==> src/rtl/serial_frame_pkg.sv <==
// serial_frame_pkg: shared FSM encoding for serial_frame_link.
package serial_frame_pkg;
    localparam int STATE_W = 2;
    typedef enum logic [STATE_W-1:0] {
        IDLE  = 2'd0,
        SHIFT = 2'd1,
        DONE  = 2'd2
    } state_t;
endpackage

==> src/rtl/pattern_counter.sv <==
// pattern_counter: wrapping up/down counter supplying the internal test pattern.
module pattern_counter #(
    parameter int WIDTH = 4
) (
    input  logic             clk,
    input  logic             reset,
    input  logic             en,
    input  logic             up,
    output logic [WIDTH-1:0] count
);
    always_ff @(posedge clk) begin
        if (reset) count <= '0;
        else if (en) count <= up ? count + 1'b1 : count - 1'b1;
    end
endmodule

==> src/rtl/serial_frame_link.sv <==
// serial_frame_link: serialises a pattern or external word, reassembles the
// looped-back bits and flags any frame that came back different.
module serial_frame_link
    import serial_frame_pkg::*;
#(
    parameter int WIDTH     = 4,
    parameter bit MSB_FIRST = 1,
    parameter int FCNT_W    = 8
) (
    input  logic              clk,
    input  logic              reset,
    input  logic              shift_en,
    input  logic              src_sel,
    input  logic              count_dir,
    input  logic [WIDTH-1:0]  ext_data,
    input  logic              ext_valid,
    output logic              ext_ready,
    output logic              ser_out,
    output logic              ser_frame,
    input  logic              ser_in,
    output logic [WIDTH-1:0]  rx_data,
    output logic              rx_valid,
    output logic              busy,
    output logic              mismatch,
    output logic [FCNT_W-1:0] frame_cnt
);
    localparam int IW = $clog2(WIDTH);
    state_t state, state_next;
    logic [WIDTH-1:0] tx, golden, rx, rx_next, pattern, word;
    logic [IW-1:0] bit_idx;
    logic src_ext, dir_q, load, step, last;
    assign word = src_sel ? ext_data : pattern;
    assign load = state == IDLE && (!src_sel || ext_valid);
    assign step = state == SHIFT && shift_en;
    assign last = bit_idx == IW'(WIDTH - 1);
    assign rx_next = MSB_FIRST ? {rx[WIDTH-2:0], ser_in} : {ser_in, rx[WIDTH-1:1]};
    pattern_counter #(.WIDTH(WIDTH)) u_pattern (
        .clk   (clk),
        .reset (reset),
        .en    (state == DONE && !src_ext),
        .up    (dir_q),
        .count (pattern)
    );
    always_ff @(posedge clk) begin
        if (reset) state <= IDLE;
        else state <= state_next;
    end
    always_comb begin
        ext_ready  = state == IDLE && src_sel;
        busy       = state != IDLE;
        ser_frame  = state == SHIFT;
        state_next = state == IDLE  ? (load ? SHIFT : IDLE) :
                     state == SHIFT ? (step && last ? DONE : SHIFT) : IDLE;
    end
    // ser_out is preloaded with the first bit so it is valid in the first SHIFT cycle
    always_ff @(posedge clk) begin
        if (reset) begin
            tx        <= '0;
            golden    <= '0;
            rx        <= '0;
            bit_idx   <= '0;
            src_ext   <= 1'b0;
            dir_q     <= 1'b0;
            ser_out   <= 1'b0;
            rx_data   <= '0;
            rx_valid  <= 1'b0;
            mismatch  <= 1'b0;
            frame_cnt <= '0;
        end else begin
            rx_valid <= 1'b0;
            if (load) begin
                tx      <= word;
                golden  <= word;
                src_ext <= src_sel;
                dir_q   <= count_dir;
                bit_idx <= '0;
                ser_out <= MSB_FIRST ? word[WIDTH-1] : word[0];
            end
            if (step) begin
                tx      <= MSB_FIRST ? tx << 1 : tx >> 1;
                rx      <= rx_next;
                bit_idx <= bit_idx + 1'b1;
                ser_out <= last ? 1'b0 : (MSB_FIRST ? tx[WIDTH-2] : tx[1]);
                if (last) begin
                    rx_data   <= rx_next;
                    rx_valid  <= 1'b1;
                    mismatch  <= mismatch | (rx_next != golden);
                    frame_cnt <= frame_cnt + 1'b1;
                end
            end
        end
    end
endmodule

==> config.mk <==
export PLATFORM = sky130hd
export DESIGN_NAME = serial_frame_link
export DESIGN_NICKNAME = d
export VERILOG_FILES = /design/src/rtl/serial_frame_pkg.sv /design/src/rtl/pattern_counter.sv /design/src/rtl/serial_frame_link.sv
export SDC_FILE = /design/constraint.sdc
export NUM_CORES = 1
export LEC_CHECK = 0
export ABC_AREA = 1
export BUFFER_PORTS_ARGS = -buffer_cell sky130_fd_sc_hd__buf_4
export CORE_UTILIZATION = 54
export DETAILED_ROUTE_END_ITERATION = 10
export PLACE_DENSITY = 0.78
export SYNTH_ARGS = -nofsm -noshare
export SYNTH_HDL_FRONTEND = slang
export SYNTH_SLANG_ARGS = --single-unit
export TNS_END_PERCENT = 100
==> constraint.sdc <==
create_clock -name clk -period 1.72 [get_ports clk]
set_input_delay 0.086 -clock clk [delete_from_list [all_inputs] [get_ports clk]]
set_output_delay 0.086 -clock clk [all_outputs]
set_load 0.03 [all_outputs]
# [After elaboration in Yosys (flattened, before gate mapping)]
# Index checks and enable logic that the tools add are counted.
[word_totals] ff_bits=35 inputBits=11 out_inout_bits=18 elab_cells=52
[classes] addsub=4 n_eq_ne=4 mux=14 bitwise=2 n_reduce_logical=14
[op_table] cell="two-way mux 2 bit" n=5
[op_table] cell="adder 8 x 1 -> 8 bit (second input constant)" n=1
[op_table] cell="two-way mux 4 bit" n=2
[op_table] cell="two-way mux 3 bit" n=2
[op_table] cell="logical AND 1 bit" n=5
[op_table] cell="two-way mux 1 bit" n=5
[op_table] cell="adder 4 x 1 -> 4 bit (second input constant)" n=1
[op_table] cell="== test 2 bit (second input constant)" n=2
[op_table] cell="inequality test 4 bit" n=1
[op_table] cell="nonzero test 2 bit" n=2
[op_table] cell="OR reduction 2 bit" n=2
[op_table] cell="subtractor 4 x 1 -> 4 bit (second input constant)" n=1
[op_table] cell="adder 2 x 1 -> 2 bit (second input constant)" n=1
[op_table] cell="== test 2 x 1 -> 1 bit (second input constant)" n=1
[op_table] cell="zero test 1 bit" n=2
[op_table] cell="zero test 2 bit" n=1
[op_table] cell="AND reduction 2 bit" n=1
[op_table] cell="logical OR 1 bit" n=1
[op_table] cell="inverter 1 bit" n=1
[op_table] cell="OR 1 bit" n=1

# [Longest topological paths before layout]
# Gate-level depths: netlist of run 1.
[depth] word_depth=6 mapped_depth=8 ltp_nobuf=8

# [Hierarchy]
# From an unflattened synthesis of run 1, not the netlist that was laid out.
[hier_totals] hier_cells=221 area_unflattened_um2=1664.1
[modules_own_cells] mod="serial_frame_link" n_inst=1 cells_each=186 area_per_inst_um2=1415.1 seq_area_each_um2=620.6
[modules_own_cells] mod="pattern_counter" n_inst=1 cells_each=35 area_per_inst_um2=249.0 seq_area_each_um2=80.1

# [Least setup slack after synthesis of run 1]
# Ideal clock, no wire load.
[synth_timing] kind="register to register" from="register frame_cnt[0]" to="register frame_cnt[6]" setup_ns=0.116 arrival_time_ns=1.233 t_required_ns=1.604 path_slack_ns=0.372 path_stages_with_launch=7 path_buffers=0 period_less_slack_ns=1.348 cell_sequence="dfxtp_1 ha_1 nand3_1 nor2_1 nand3_1 nand2_1 nor2_1"
[synth_via] elab_chain_cells=1
[synth_rtl] element="start, declared" line="serial_frame_link.sv:25" rtl="output logic [FCNT_W-1:0] frame_cnt"
[synth_rtl] element="start signal, assigned" line="serial_frame_link.sv:88" rtl="frame_cnt <= frame_cnt + 1'b1;"
[synth_rtl] element="adder 8 x 1 -> 8 bit" line="serial_frame_link.sv:88"
# Every way passes these cells.
# A chain may end at the register's enable or synchronous reset.

# [Final worst setup path of run 1]
[layout_timing] from="register state[0]" to="output ext_ready"
[layout_via] elab_chain_cells=2
[layout_rtl] element="start, declared" line="serial_frame_link.sv:28" rtl="state_t state, state_next;"
[layout_rtl] element="start signal, assigned" line="serial_frame_link.sv:46" rtl="else state <= state_next;"
[layout_rtl] element="zero test 2 bit" line="serial_frame_link.sv:49" rtl="ext_ready = state == IDLE && src_sel;"
[layout_rtl] element="logical AND 1 bit" line="serial_frame_link.sv:49"
[layout_rtl] element="end, declared" line="serial_frame_link.sv:17" rtl="output logic ext_ready,"
# Every way passes these cells.

==> flow_summary.toml, run 1 <==
[die]
die_w_um = 55.78
core_mm2 = 0.002758
row_count = 19
die_area_mm2 = 0.003111
start_util_pct = 56.62
ioPinCount = 29
die_h_um = 55.78

[sta]
rsz0062_at_grt = "no"
hold_viol_final = 0
timing.fmax_ghz = 0.7127
finalMaxSlewViolations = 0
fin_crit_sh_pct = 81.57
slew_headroom_pct = 71.64
setup_slack_ns = 0.3170
worst_pin_slew_ns = 0.4238
whs_ns = 0.04144
min_period_ns = 1.403
fin_tns_setup_ns = 0
finClkSkew_ns = 0.004085
finalSetupViolCount = 0

[yosys]
synth_compound_area_share_pct = 13.30
postSynthCellCount = 209
syn_avg_cell_area_um2 = 7.471
synth-adder-area-share_pct = 4.487
synth.distinct_cells = 23
synth_top_family_by_area = "simple AND/OR/NAND/NOR gates"
yosys_warnings = 0
synth_area_leaders = "dfxtp_1 45%, nand2_1 12%, a21oi_1 7.4%, nor2_1 6.5%, nand3_1 5.4%"
seq_area_frac_synth_pct = 44.87
synth-seq-cells = 35
syn_nets = 225
synth_top_area_cell = "dfxtp_1"
synthMuxAreaShare_pct = 0
syn-cell-area_mm2 = 0.001561
synth_xor_area_share_pct = 2.804
synth_top_area_share_pct = 44.87
synthSimpleGateAreaFrac_pct = 26.76

[route]
drt_iter0_markers = 65
ant_nets = 0
drt-total-wl_um = 2966
post_drt_wl_per_cell_um = 10.99
drcViolationCount = 0
firstDrtPassIters = 4
routed-via-count = 1363
via_per_inst = 5.048

[clock_tree]
htreeDepth = 2
clock_latency_ns = 0.32
clk_pin_slew_ns = 0.09
cts_tree = "yes"
cts_resized = 0
cts-root-buf = "clkbuf_4"
cts_made_buffers = 5
post-cts-setup-buffers = 0
clock-sinks = 35
holdBufCountCts = 1
cts_max_path_buffers = 2

[placement]
pre_cts_slack_ns = 0.3845
port_buffers = 28
dp_cells = 263
placed_area_mm2 = 0.001772
gp_congestion = 0.7940
hpwl_um = 2162

[setup_path]
cp_data_arrival_time_ns = 1.32
crit_path_end_kind = "output port"
worstSetupPathType = "reg2out"
rr_worst_depth = 8
crit_path_start_kind = "flop"
required_ns = 1.63
critical_path.max_fanout = 5

[global_route]
grt_pass1_wl_um = 5181
antenna_found_initial = 0
grtUsageTotal_pct = 21.28
grt_pass1_vias = 1268
grt_max_degree = 20
grt_overflow = 0

[finish]
final_cell_mix = "51 x nand2_1, 35 x dfxtp_1, 28 x buf_4, 27 x nor2_1, 23 x a21oi_1"
final_common_cell = "nand2_1"
n_antenna_cell = 0
fillers = 254
syn2layout_area_growth_pct = 16.75
final_core_utilization_pct = 66.11
nNetsFinal = 256
finalInstanceArea_mm2 = 0.001823
final_cells = 270
drive_above_1_share_pct = 16.32
register_area_um2 = 700.7
multiInputGateArea_um2 = 739.5

[min_path]
worstHoldPathCells = 2
hold_class = "in2reg"

[power]
p_leak_nw = 0.8530
combPwrFrac_pct = 11.6
pwr-share-seq_pct = 60.7
swShare_pct = 25.42
p_clk_share_pct = 27.7
vdd_ir_drop_max_v = 0.0006613
finalPower_mw = 1.388
switchingPower_mw = 0.3529
power_density_mw_per_mm2 = 761.5
power.internal_mw = 1.035

[status]
outcome = "finished clean"

[run]
maxCapViolations = 0
==> critical path, stage by stage, from the launching register on <==
cell     delay, ns
dfxtp_1       0.38
nor2_1        0.26
inv_1         0.09
nor2_1        0.10
buf_4         0.16
==> worst paths after layout <==
path / endpoint / slack, ns / from
worst max-delay path: ext_ready / 0.32 / state[0]
worst min-delay path: rx_data[3] / 0.04 / reset
worst max register to register: u_pattern.count[3] / 0.34 / dir_q
worst min register to register: mismatch / 0.46 / mismatch
==> synthesized netlist by cell type <==
master and instances:
nand4_1 1, dfxtp_1 35, fa_1 1, nor2_2 1, buf_6 2, buf_4 1, inv_2 3, a21oi_1 23
inv_1 19, o21a_1 2, and2_0 1, clkbuf_1 1, ha_1 4, buf_2 1, nand3_1 17, nor2_1 27
xor2_1 5, o21ai_1 1, o21ai_4 1, o21ai_0 10, nand4_4 1, o22ai_1 1, nand2_1 51
==> logic make-up (layout without fill, tap and decap cells) <==
kind of cell / Yosys count / count (layout)
AO/OA/AOI/OAI: 38 / 38
flip-flops: 35 / 35
adder cells (fa/ha/maj): 5 / 5
XOR/XNOR: 5 / 5
AND/OR/NAND/NOR: 99 / 99
buffers and inverters: 27 / 57
==> state kept, by name, summed over array words and instances, names as in the netlist <==
| signal | cells |
|---|---|
| frame_cnt | 8 |
| golden | 4 |
| rx_data | 4 |
| u_pattern.count | 4 |
| rx | 3 |
| tx | 3 |
| bit_idx | 2 |
| state | 2 |
| dir_q | 1 |
| mismatch | 1 |
| rx_valid | 1 |
| ser_out | 1 |
| src_ext | 1 |
==> cell type report <==
| cell class | count | share of cell area, % |
|---|---|---|
| multi-input cells | 147 | 40.56 |
| flip-flops and latches | 35 | 38.44 |
| repair buffers | 29 | 12.08 |
| inverters | 22 | 4.530 |
| clock buffers | 6 | 2.265 |
| well taps | 31 | 2.128 |
==> routing by layer <==
layer,share of wire [%],track usage (%),up-vias
met2,46,36.49,28
li1,-,-,732
met5,0,0,-
met4,1.1,7.857,0
met1,48,25.71,598
met3,4.3,5.349,5
==> power by group through the flow <==
stage | sequential [mW] | clock, mW | combinational, mW
2_1_floorplan | 0.862 | 0 | 0.111
3_3_place_gp | 0.861 | 0 | 0.158
3_5_place_dp | 0.861 | 0 | 0.160
4_1_cts | 0.843 | 0.392 | 0.162
5_1_grt | 0.846 | 0.427 | 0.181
6_report | 0.843 | 0.384 | 0.162
Power figures use the tool's default switching activity.
==> inputs of run 2 (changes only) <==
Settings changed: CORE_UTILIZATION 54 to 49, PLACE_DENSITY 0.78 to 0.75.
Clock period 1.72 ns to 1.2 ns, I/O delays scaled along.
==> run 2 against run 1 <==
Design area grew 16%. Sequential share of layout area down 4.5 points. Via count increased by 6.5%. Count of clock-buffer cells in the layout up 2. Die area rose by 9.8%. Clock power up 92%. Total power increased by 62%. Critical endpoint is now u_pattern.count[2].
==> flow_summary.toml, run 2 (synthesis results as in run 1) <==
[status]
outcome = "finished clean"

[placement]
pre_cts_slack_ns = -0.08729
gp_congestion = 0.7964
dp_cells = 287
hpwl_um = 2351
port_buffers = 28
placed_area_mm2 = 0.001892

[route]
drt-total-wl_um = 3295
via_per_inst = 4.840
routed-via-count = 1452
post_drt_wl_per_cell_um = 10.98
firstDrtPassIters = 4
drt_iter0_markers = 53
ant_nets = 0
drcViolationCount = 0

[finish]
n_antenna_cell = 0
syn2layout_area_growth_pct = 35.26
nNetsFinal = 271
final_common_cell = "nand2_1"
top_register = "frame_cnt"
final_cell_mix = "51 x nand2_1, 36 x buf_4, 27 x dfxtp_1, 22 x nor2_1, 22 x a21oi_1"
largest_register_ffs = 8
drive_above_1_share_pct = 30.08
final_cells = 300
final_core_utilization_pct = 69.75
finalInstanceArea_mm2 = 0.002112
register_area_um2 = 715.7
fillers = 257
multiInputGateArea_um2 = 818.3

[sta]
setup_slack_ns = 0.007820
whs_ns = 0.1191
min_period_ns = 1.192
finalMaxSlewViolations = 0
fin_tns_setup_ns = 0
timing.fmax_ghz = 0.8388
rsz0062_at_grt = "yes"
worst_pin_slew_ns = 0.4090
slew_headroom_pct = 72.63
finClkSkew_ns = 0.008162
finalSetupViolCount = 0
fin_crit_sh_pct = 99.35
hold_viol_final = 0

[clock_tree]
clk_pin_slew_ns = 0.11
clock-sinks = 35
clock_latency_ns = 0.34
htreeDepth = 2
cts_made_buffers = 5
cts_tree = "yes"
cts-root-buf = "clkbuf_4"
cts_max_path_buffers = 2

[die]
die_area_mm2 = 0.003416
row_count = 20
die_h_um = 58.45
ioPinCount = 29
die_w_um = 58.45
start_util_pct = 51.57
core_mm2 = 0.003028

[setup_path]
worstSetupPathType = "reg2reg"
cp_data_arrival_time_ns = 1.43
worst_path_largest_cell_delay_ns = 0.37
regToRegEndpoint = "u_pattern.count[2]"
path_delay_family = "flip-flops"
crit_path_end_kind = "flop"
cp_slowest_cell = "dfxtp_2"
rr_startpoint = "dir_q"
critical_path.max_fanout = 4
critPathBufInv = 1
path_cells = "inv_4 > fa_2 > xor2_1 > o21ai_1 > a21oi_1"
ff2ff_setup_slack_ns = 0.008
required_ns = 1.44
crit_path_start_kind = "flop"
rr_worst_depth = 5

[global_route]
grt_pass1_wl_um = 5181
grt_overflow = 0
antenna_found_initial = 0
grt_max_degree = 17
grt_pass1_vias = 1235
grtUsageTotal_pct = 20.65

[min_path]
holdPathEnd = "src_ext"
worstHoldPathCells = 4
min-delay-start = "ext_valid"
hold_class = "in2reg"

[power]
p_leak_nw = 0.9467
finalPower_mw = 2.246
vdd_ir_drop_max_v = 0.0007174
power_density_mw_per_mm2 = 1064

[run]
maxCapViolations = 0
run 2: cell types whose count changed in the layout (fill, tap and decap cells not counted), sizes merged:
cell	before	now
inv	22	21
clkinv	0	1
buf	28	40
dlygate4sd3	1	4
clkbuf	6	8
run 2: where the power goes:
part | switching, mW | total (mW) | internal, mW | leakage, nW
Clock | 0.392 | 0.737 | 0.345 | 0.0386
Sequential | 0.0223 | 1.21 | 1.19 | 0.288
Combinational | 0.166 | 0.299 | 0.134 | 0.620
run 2: what timing repair did:
item	4_1_cts	5_1_grt
pin swaps	3	0
setup buffers	0	1
hold buffers	4	0
endpoints found under the hold margin	10	0
setup endpoints to repair	21	17
gates resized for setup	20	18
run 2: area by class of cell:
class,count,share of cell area (%)
clock buffers,8,3.258
inverters,22,4.265
multi-input cells,147,38.74
flip-flops and latches,35,33.89
well taps,44,2.607
repair buffers,44,17.24
run 2: worst max-delay path by stage:
stage | cells after the start | from | end
finish | 5 | dir_q | u_pattern.count[2]
global route | 6 | bit_idx[0] | frame_cnt[7]
CTS | 4 | state[0] | ext_ready
global placement | 6 | bit_idx[0] | frame_cnt[6]
detailed placement | 8 | dir_q | u_pattern.count[3]
floorplan | 6 | frame_cnt[0] | frame_cnt[6]
run 2: routing by layer:
| metal | wire, um | vias to the layer above | GRT usage, % |
|---|---|---|---|
| met3 | 103 | 5 | 4.615 |
| li1 | - | 765 | - |
| met1 | 1554 | 660 | 25.73 |
| met4 | 63 | 0 | 11.22 |
| met2 | 1573 | 22 | 33.33 |
| met5 | 0 | - | 0 |
run 2: worst min-delay path, stage by stage:
cell and delay [ns]:
buf_4 0.09, o21ai_4 0.13, nand2_1 0.09, a21oi_1 0.06
==> inputs of run 3 (changes only) <==
Settings changed: CORE_UTILIZATION 49 to 54, PLACE_DENSITY 0.75 to 0.78.
Clock period 1.2 ns to 1.3 ns, I/O delays scaled along.
==> run 3 against run 2 <==
Die area shrank 8.9%. First-iteration DRC count increased by 17%. Design area decreased by 9.4%. Via count decreased by 3.4%. Clock power shrank 18%. Sequential share of layout area up 3.1 points. Total power decreased by 13%. Sequential power decreased by 7%.
==> flow_summary.toml, run 3 (synthesis results as in run 1) <==
[route]
via_per_inst = 5.080
ant_nets = 0
drcViolationCount = 0
drt-total-wl_um = 3150
firstDrtPassIters = 4
routed-via-count = 1402
drt_iter0_markers = 62
post_drt_wl_per_cell_um = 11.41

[global_route]
grt_pass1_vias = 1267
grtUsageTotal_pct = 22.59
antenna_found_initial = 0
grt_overflow = 0
grt_pass1_wl_um = 5333
grt_max_degree = 17

[setup_path]
critical_path.max_fanout = 4
worstSetupPathType = "reg2out"
crit_path_start_kind = "flop"
required_ns = 1.24
cp_data_arrival_time_ns = 1.16
crit_path_end_kind = "output port"

[sta]
hold_viol_final = 0
fin_crit_sh_pct = 94.58
min_period_ns = 1.230
fin_tns_setup_ns = 0
worst_pin_slew_ns = 0.4265
rsz0062_at_grt = "yes"
finClkSkew_ns = 0.006737
finalSetupViolCount = 0
timing.fmax_ghz = 0.8133
finalMaxSlewViolations = 0
slew_headroom_pct = 71.46

[finish]
n_antenna_cell = 0
top_register = "frame_cnt"
final_common_cell = "nand2_1"
final_cell_mix = "51 x nand2_1, 32 x buf_4, 29 x dfxtp_1, 25 x nor2_1, 22 x a21oi_1"
nNetsFinal = 261
fillers = 247
final_cells = 276
finalInstanceArea_mm2 = 0.001914
drive_above_1_share_pct = 23.27
largest_register_ffs = 8
syn2layout_area_growth_pct = 22.60

[clock_tree]
cts_made_buffers = 5
cts_tree = "yes"
clock_latency_ns = 0.35
cts-root-buf = "clkbuf_4"
htreeDepth = 2
cts_max_path_buffers = 2
clk_pin_slew_ns = 0.10
clock-sinks = 35

[die]
ioPinCount = 29
die_h_um = 55.78
row_count = 19
die_area_mm2 = 0.003111
start_util_pct = 56.62
die_w_um = 55.78
core_mm2 = 0.002758

[run]
maxCapViolations = 0

[placement]
port_buffers = 28
dp_cells = 267
placed_area_mm2 = 0.001804
gp_congestion = 0.7911
hpwl_um = 2285

[status]
outcome = "finished clean"

[min_path]
hold_class = "in2reg"

[power]
p_leak_nw = 0.8878
vdd_ir_drop_max_v = 0.0008254
power_density_mw_per_mm2 = 1025
## run 3: cell types whose count changed in the layout (fill, tap and decap cells not counted), moves of 2 or more
cell and change:
o21ai_1 -2, dlygate4sd3_1 -2, nor2_1 +3, inv_1 +3, nor2_4 -3, nand3_1 +3, buf_6 -3, nand3_2 -3
dfxtp_4 -2, dfxtp_1 +2, o21ai_0 +2, buf_4 -4
## run 3: layer usage
layer	wire (um)	part of all wire, %	global-route usage, %	vias up
met3	120	3.8	7.907	4
met1	1560	50	27.51	630
li1	-	-	-	740
met2	1410	45	36.14	28
met4	59	1.9	9.643	0
met5	0	0	0	-
## run 3: power breakdown
part / total (mW) / internal [mW] / switching [mW]
Clock: 0.606 / 0.250 / 0.356
Combinational: 0.240 / 0.0971 / 0.143
Sequential: 1.12 / 1.10 / 0.0181
Total: 1.96 / 1.45 / 0.517
## run 3: area by class of cell
cell class                      instances  area, um2  area share, %
Timing Repair Buffer                   34      260.3          13.59
Clock buffer                            6      51.30          2.680
Multi-Input combinational cell        147      768.2          40.13
Tap cell                               31      38.79          2.026
Sequential cell                        35      708.2          36.99
Inverter                               22      82.58          4.314
Clock inverter                          1      5.005         0.2614
## run 3: timing repair
item,CTS,global route
hold endpoints to repair,5,0
hold buffers,2,0
setup buffers,0,0
gates resized for setup,3,10
endpoints found under the setup margin,2,13
## run 3: final timing paths
check                       endpoint  slack, ns      from  cells past startpoint
setup reg to reg  u_pattern.count[2]       0.09     dir_q                      5
hold / removal               src_ext       0.02   src_sel                      3
hold reg to reg             mismatch       0.47  mismatch                      2
setup / recovery           ser_frame       0.07  state[0]                      4
## run 3: stage by stage
stage | power (mW) | utilization, % | worst slack [ns] | hold slack [ns]
floorplan | 1.287 | - | 0.02525 | 0.1489
global placement | 1.358 | 65.43 | 0.03407 | 0.3017
detailed placement | 1.364 | 65.43 | -0.02355 | 0.3034
CTS | 1.963 | 68.87 | 0.007975 | 0.01340
global route | 2.044 | 69.42 | -0.03431 | 0.03752
finish | 1.963 | 69.42 | 0.07041 | 0.01508
## run 3: worst max-delay path, stage by stage (launching register included)
cell	delay, ns
dfxtp_2	0.39
buf_4	0.14
nand2_1	0.05
inv_1	0.08
buf_4	0.16
